<file path="src/rtl/clock_divider_ctrl.sv">
// rtl/clock_divider_ctrl.sv - programmable 50%-duty clock divider with glitch-free half-period update
module clock_divider_ctrl #(
    parameter int W            = 16,
    parameter int DEFAULT_HALF = 32
) (
    input  logic         i_clk,
    input  logic         i_reset,
    input  logic         i_enable,
    input  logic         i_cfg_valid,
    input  logic [W-1:0] i_cfg_half,
    output logic         o_cfg_ready,
    output logic         o_cfg_error,
    output logic         o_clk,
    output logic         o_tick,
    output logic         o_busy,
    output logic [W-1:0] o_half
);

    typedef enum logic [1:0] {S_IDLE, S_RUN, S_PEND} state_t;

    localparam logic [W-1:0] DEF_HALF = W'(DEFAULT_HALF);
    localparam logic [W-1:0] ONE      = W'(1);

    state_t       state_q, state_d;
    logic [W-1:0] cnt_q, cnt_d;
    logic [W-1:0] half_q, half_d;
    logic [W-1:0] pend_q, pend_d;
    logic         clk_q, clk_d;
    logic         tick_q, tick_d;
    logic         err_q, err_d;

    logic running, wrap, xfer, xfer_zero, xfer_load;

    always_comb begin
        running   = (state_q != S_IDLE);
        wrap      = running && (cnt_q == half_q - ONE);
        xfer      = i_cfg_valid && o_cfg_ready;
        xfer_zero = xfer && (i_cfg_half == '0);
        xfer_load = xfer && (i_cfg_half != '0);
    end

    // State register
    always_ff @(posedge i_clk) begin
        if (i_reset) state_q <= S_IDLE;
        else         state_q <= state_d;
    end

    // Next-state logic; a dropped enable always wins over a request or a wrap
    always_comb begin
        state_d = state_q;
        case (state_q)
            S_IDLE: if (i_enable) state_d = S_RUN;
            S_RUN: begin
                if (!i_enable)                state_d = S_IDLE;
                else if (xfer_load && !wrap)  state_d = S_PEND;
            end
            S_PEND: begin
                if (!i_enable)  state_d = S_IDLE;
                else if (wrap)  state_d = S_RUN;
            end
            default: state_d = S_IDLE;
        endcase
    end

    // State-decoded outputs
    always_comb begin
        o_cfg_ready = !i_reset && (state_q != S_PEND);
        o_busy      = (state_q == S_PEND);
    end

    // H only moves at a phase boundary so no shortened o_clk phase is produced
    always_comb begin
        cnt_d  = cnt_q;
        clk_d  = clk_q;
        tick_d = 1'b0;
        half_d = half_q;
        pend_d = pend_q;
        err_d  = xfer_zero;
        if (!running) begin
            cnt_d = '0;
            clk_d = 1'b0;
            if (xfer_load) half_d = i_cfg_half;
        end else if (!i_enable || wrap) begin
            cnt_d  = '0;
            clk_d  = i_enable ? ~clk_q : 1'b0;
            tick_d = i_enable;
            if (state_q == S_PEND) half_d = pend_q;
            else if (xfer_load)    half_d = i_cfg_half;
        end else begin
            cnt_d = cnt_q + ONE;
            if (xfer_load) pend_d = i_cfg_half;
        end
    end

    always_ff @(posedge i_clk) begin
        if (i_reset) begin
            cnt_q  <= '0;
            half_q <= DEF_HALF;
            pend_q <= '0;
            clk_q  <= 1'b0;
            tick_q <= 1'b0;
            err_q  <= 1'b0;
        end else begin
            cnt_q  <= cnt_d;
            half_q <= half_d;
            pend_q <= pend_d;
            clk_q  <= clk_d;
            tick_q <= tick_d;
            err_q  <= err_d;
        end
    end

    assign o_clk       = clk_q;
    assign o_tick      = tick_q;
    assign o_cfg_error = err_q;
    assign o_half      = half_q;

endmodule

</file>
<file path="config.mk">
export PLATFORM = sky130hd
export DESIGN_NAME = clock_divider_ctrl
export DESIGN_NICKNAME = d
export VERILOG_FILES = /design/src/rtl/clock_divider_ctrl.sv
export SDC_FILE = /design/constraint.sdc
export NUM_CORES = 1
export LEC_CHECK = 0
export CORE_AREA = 2 2 93 95
export CTS_BUF_LIST = sky130_fd_sc_hd__clkbuf_4 sky130_fd_sc_hd__clkbuf_8 sky130_fd_sc_hd__clkbuf_16
export CTS_CLUSTER_DIAMETER = 40
export DETAILED_ROUTE_END_ITERATION = 7
export DIE_AREA = 0 0 95 97
export GPL_TIMING_DRIVEN = 1
export SLEW_MARGIN = 15
export SYNTH_ARGS = -nofsm -noshare
export SYNTH_HDL_FRONTEND = slang
export SYNTH_SLANG_ARGS = --single-unit
export TNS_END_PERCENT = 50
</file>
<file path="constraint.sdc">
create_clock -name i_clk -period 9.06 [get_ports i_clk]
set_input_delay 1.359 -clock i_clk [delete_from_list [all_inputs] [get_ports i_clk]]
set_output_delay 1.359 -clock i_clk [all_outputs]
set_load 0.1 [all_outputs]
</file>
# Yosys cells after proc, flatten, opt, wreduce, memory -nomap -nowiden
# Index checks and enable logic that the tools add are counted.
[word_totals] register_bits=53 latchBits=0 ramBits=0 rom_bits=0 inputBits=20 word_cells=50 memories=0
[classes] addsub=2 mul=0 div=0 n_lt_le_gt_ge=0 n_eq_ne=8 shifts=0 mux=11 n_bitwise=3 n_reduce_logical=19
[op_table] operator="two-way mux 16 bit" count=4
[op_table] operator="adder 16 x 1 -> 16 bit, second input constant" count=1
[op_table] operator="== test 16 bit" count=1
[op_table] operator="logical NOT 16 bit" count=1
[op_table] operator="nonzero test 16 bit" count=1
[op_table] operator="subtractor 16 x 1 -> 16 bit, second input constant" count=1
[op_table] operator="two-way mux 2 bit" count=5
[op_table] operator="logical AND 1 bit" count=6
[op_table] operator="case mux 2 bit (3 select lines)" count=1
[op_table] operator="AND reduction 3 bit" count=2
[op_table] operator="OR reduction 3 bit" count=2
[op_table] operator="inequality test 2 bit, second input constant" count=2
[op_table] operator="logical NOT 1 bit" count=3
[op_table] operator="inequality test 3 x 2 -> 1 bit, second input constant" count=1
[op_table] operator="inequality test 3 bit, second input constant" count=1
[op_table] operator="NOT 1 bit" count=3
[op_table] operator="== test 2 x 1 -> 1 bit, second input constant" count=1
[op_table] operator="== test 2 bit, second input constant" count=1
[op_table] operator="logical NOT 2 bit" count=1
[op_table] operator="inequality test 2 x 1 -> 1 bit, second input constant" count=1
[op_table] operator="nonzero test 2 bit" count=1
[op_table] operator="OR reduction 2 bit" count=1
[op_table] operator="logical OR 1 bit" count=1
[op_table] operator="two-way mux 1 bit" count=1

# Depth between registers and ports, before layout
[logic_depth] depth_word=8 depth_mapped=12 depth_no_buf=9

# Least setup slack after synthesis
# Ideal clock, no wire load.
[synth_path] path_kind="input-to-reg" from="input port i_reset" to="register half_q[12] (netlist: o_half[12])" setup_ns=0.092 arrival_time_ns=4.238 required_time_ns=8.968 path_slack_ns=4.730 path_stages=8 path_buffers=3 path_cell_list="clkbuf_1 -> nor2_1 -> and3_1 -> clkbuf_1 -> clkbuf_1 -> nor2_1 -> o311a_1 -> nor4_1"
[synth_via] elab_chain_len=8
[synth_rtl] element="from (decl)" line_no="7" source="input logic i_reset,"
[synth_rtl] element="logical NOT 1 bit (*)" line_no="67" source="o_cfg_ready = !i_reset && (state_q != S_PEND);"
[synth_rtl] element="logical AND 1 bit (*)" line_no="67"
[synth_rtl] element="net o_cfg_ready" line_no="11" source="output logic o_cfg_ready,"
[synth_rtl] element="logical AND 1 bit (*)" line_no="37" source="xfer = i_cfg_valid && o_cfg_ready;"
[synth_rtl] element="logical AND 1 bit (*)" line_no="39" source="xfer_load = xfer && (i_cfg_half != '0);"
[synth_rtl] element="two-way mux 16 bit (*)"
[synth_rtl] element="two-way mux 16 bit (2 in series)"
[synth_rtl] element="two-way mux 16 bit (*)"
[synth_rtl] element="to (signal assigned)" line_no="105" source="half_q <= half_d;"
[synth_rtl] element="to (decl)" line_no="26" source="logic [W-1:0] half_q, half_d;"
# Mark *: on every way through the listed nets, which the timed path passes. The rest lies on a longest branch. The select of a mux whose other input is x is not followed.
# A chain may end at the register's enable or synchronous reset.

# Worst setup path in the final report
[layout_path] from="input port i_reset" to="output port o_cfg_ready"
[layout_via] elab_chain_len=2
[layout_rtl] element="logical NOT 1 bit" line_no="67"
[layout_rtl] element="logical AND 1 bit" line_no="67"
[layout_rtl] element="to (decl)" line_no="11"
# No other way between the ends.

==> impl_metrics.env <==
export IMPL_clock_path_buffers=2
export IMPL_power_per_cell_area_nw_per_um2=131
export IMPL_route_detailed_drc=0
export IMPL_async_flop_share_pct=0
export IMPL_final_setup_skew_ns=0.00718
export IMPL_port_buffers=40
export IMPL_grt_remaining_overflow=0
export IMPL_synth_enable_flop_cells=0
export IMPL_hpwl_um=5650
export IMPL_grt_setup_unrepaired="false"
export IMPL_wire_per_inst_um=15.9
export IMPL_worst_endpoint_arrival_ns=3.42
export IMPL_totalWireLength_um=8490
export IMPL_number_of_synthesized_register_bits=53
export IMPL_synth_yosys_warnings=0
export IMPL_timing_final_crit_share_pct=52.7
export IMPL_worst_setup_hold_path_clk_slew_ns=0.10
export IMPL_dieArea_um2=9220
export IMPL_design_area_um2=3680
export IMPL_timing_max_cap_violations=0
export IMPL_clock_root_buffer="sky130_fd_sc_hd__clkbuf_8"
export IMPL_htree_levels=2
export IMPL_drt_initial_drc_count=128
export IMPL_initial_core_util_pct=39.5
export IMPL_number_of_hold_violations_in_the_final_report=0
export IMPL_dpl_cell_area_um2=3590
export IMPL_finalMaxSlewViolations=0
export IMPL_post_synthesis_cells=415
export IMPL_synthesis_area_um2=3210
export IMPL_dieWidth_um=95
export IMPL_clk_insertion_delay_late_ns=0.31
export IMPL_via_count=3039
export IMPL_layout_drive_gt1_share_pct=4.67
export IMPL_slew_limit_headroom_pct=35.1
export IMPL_die_h_um=97
export IMPL_antenna_found_initial=0
export IMPL_cts_sink_count=53
export IMPL_synth_top_flop_cell="sky130_fd_sc_hd__dfxtp_1"
export IMPL_ys_types=55
export IMPL_post_synth_cell_area_avg_um2=7.74
export IMPL_timing_critical_path_from_type="input pin"
export IMPL_criticalPathCategory="in -> out"
export IMPL_setup_tns_final_ns=0
export IMPL_detail_route_antenna_nets=0
export IMPL_peakVddDrop_v=0.0000664
export IMPL_synth_net_count=437
export IMPL_cts_hold_buffers_added=0
export IMPL_grt_max_degree=46
export IMPL_cp_end_kind="output pin"
export IMPL_cts_made_buffers=5
export IMPL_row_count=33
export IMPL_synth_yosys_seq_area_share_pct=33.0
export IMPL_cts_tree="built"
export IMPL_first_global_vias=2901
export IMPL_maximum_frequency_from_static_timing_analysis_mhz=209
export IMPL_postCtsSetupBuffers=0
export IMPL_antenna_fix_cells=0
export IMPL_multi_input_comb_area_um2=1880
export IMPL_dr_pass1_iters=4
export IMPL_result_of_the_run="complete, no violations"
export IMPL_nNetsFinal=449
export IMPL_flow_area_growth_from_synthesis_pct=14.6
export IMPL_gp_congestion=0.844
export IMPL_finalCoreUtilization_pct=45.3
export IMPL_floorplan_core_area_um2=8130
export IMPL_worst_hold_path_type="reg -> reg"
export IMPL_global_route_wire_length_before_repair_um=14000
export IMPL_final_min_clock_period_ns=4.77
export IMPL_crit_path_max_fanout=33
export IMPL_hold_slack_ns=0.479
export IMPL_cp_required_ns=7.70
export IMPL_avgViaCountPerCell=5.70
export IMPL_leakage_nw=1.21
export IMPL_gr_usage_all_layers_pct=18.7
export IMPL_num_fill_cells=836
export IMPL_seqCellArea_um2=1060
export IMPL_setup_violations=0
export IMPL_max_slew_worst_pin_slew_ns=0.970
export IMPL_postCtsResizedCells=0
export IMPL_count_of_pins_on_the_block_boundary=41
==> where the power goes <==
group	leakage (nW)	total, W	switching (W)	internal [W]
clock network	0.0408	0.000142	0.0000841	0.0000578
logic	0.739	0.0000972	0.0000612	0.0000361
registers	0.428	0.000245	0.00000827	0.000237
==> placed cells by master (no fill, tap or decap), drive strengths merged, types with 6 or more instances in the layout <==
cell type,count
o311a,14
xor2,16
nor2,44
o21ai,37
buf,6
xnor2,14
dfxtp,53
clkdlybuf4s50,40
a21oi,31
clkbuf,6
nand3,29
nor4,19
nand2,15
nand2b,7
inv,20
and3,6
nor3,18
==> Yosys cell counts (2+ instances only) <==
cell	n	area, µm²
sky130_fd_sc_hd__buf_2	6	30.0
sky130_fd_sc_hd__and4_1	3	26.3
sky130_fd_sc_hd__o21ai_1	3	15.0
sky130_fd_sc_hd__or3_1	2	12.5
sky130_fd_sc_hd__dfxtp_1	53	1060
sky130_fd_sc_hd__or4_1	3	22.5
sky130_fd_sc_hd__and3_1	6	37.5
sky130_fd_sc_hd__a22oi_1	2	15.0
sky130_fd_sc_hd__xor2_1	16	140
sky130_fd_sc_hd__nor2b_1	5	31.3
sky130_fd_sc_hd__a2111oi_1	2	20.0
sky130_fd_sc_hd__xnor3_1	2	45.0
sky130_fd_sc_hd__o2111ai_1	2	17.5
sky130_fd_sc_hd__nand4_1	2	12.5
sky130_fd_sc_hd__buf_4	2	15.0
sky130_fd_sc_hd__buf_6	4	45.0
sky130_fd_sc_hd__o21ai_0	34	170
sky130_fd_sc_hd__a21oi_1	31	155
sky130_fd_sc_hd__o31ai_1	2	15.0
sky130_fd_sc_hd__o311a_1	14	140
sky130_fd_sc_hd__nor2_1	44	165
sky130_fd_sc_hd__nor4_1	19	119
sky130_fd_sc_hd__clkbuf_1	28	105
sky130_fd_sc_hd__nor3b_1	2	15.0
sky130_fd_sc_hd__inv_1	20	75.1
sky130_fd_sc_hd__ha_1	2	25.0
sky130_fd_sc_hd__nand2b_1	7	43.8
sky130_fd_sc_hd__nand3_1	29	145
sky130_fd_sc_hd__nor3_1	17	85.1
sky130_fd_sc_hd__nand2_1	14	52.6
sky130_fd_sc_hd__xnor2_1	14	123
sky130_fd_sc_hd__a31oi_1	2	12.5
==> critical path, cell delays in order <==
cell and delay (ns):
sky130_fd_sc_hd__clkdlybuf4s50_1 0.39, sky130_fd_sc_hd__buf_4 0.24, sky130_fd_sc_hd__nor2_1 0.24, sky130_fd_sc_hd__clkdlybuf4s50_1 1.17
==> layer usage <==
| metal | up-vias | wire [µm] | GRT usage (%) |
|---|---|---|---|
| met5 | - | 0 | 0 |
| li1 | 1517 | - | - |
| met2 | 72 | 4160 | 30.8 |
| met4 | 0 | 38 | 4.46 |
| met3 | 4 | 346 | 3.12 |
| met1 | 1446 | 3940 | 25.3 |
==> metrics by stage <==
step | instances | power, W | setup slack (ns)
2_1_floorplan | 415 | 0.000321 | 4.73
3_5_place_dp | 525 | 0.000347 | 4.29
6_report | 533 | 0.000484 | 4.29
3_3_place_gp | 525 | 0.000346 | 4.30
4_1_cts | 533 | 0.000489 | 4.28
5_1_grt | 533 | 0.000507 | 4.20
==> cell families after synthesis <==
group                      Yosys count  share of synthesized area (%)
and+or+nand+nor                    159                           25.8
adders and majority gates            2                          0.779
DFF                                 53                           33.0
buffers and inverters               61                           8.53
xor gates and xnor gates            32                           9.58
AOI/OAI and AO/OA                  108                           22.2
==> registers in the layout, summed over array words and instances (netlist names) <==
| register | flops |
|---|---|
| cnt_q | 16 |
| o_half | 16 |
| pend_q | 16 |
| state_q | 2 |
| o_cfg_error | 1 |
| o_clk | 1 |
| o_tick | 1 |
==> final timing paths <==
path	depth (start not counted)	slack, ns	startpoint	to
worst max-delay path	4	4.29	i_reset	o_cfg_ready
worst min-delay path	2	0.48	pend_q[9]	pend_q[9]
worst min register to register	2	0.48	pend_q[9]	pend_q[9]
worst max register to register	10	5.48	o_half[1]	o_half[7]
==> layout make-up <==
type | instances | area share [%]
clock inverters | 2 | 0.408
flip-flops and latches | 53 | 28.8
clock buffers | 6 | 2.07
well taps | 105 | 3.57
repair buffers | 46 | 12.1
inverters | 20 | 2.04
multi-input cells | 301 | 51.0
No activity file was read; power rests on OpenSTA's default activity.
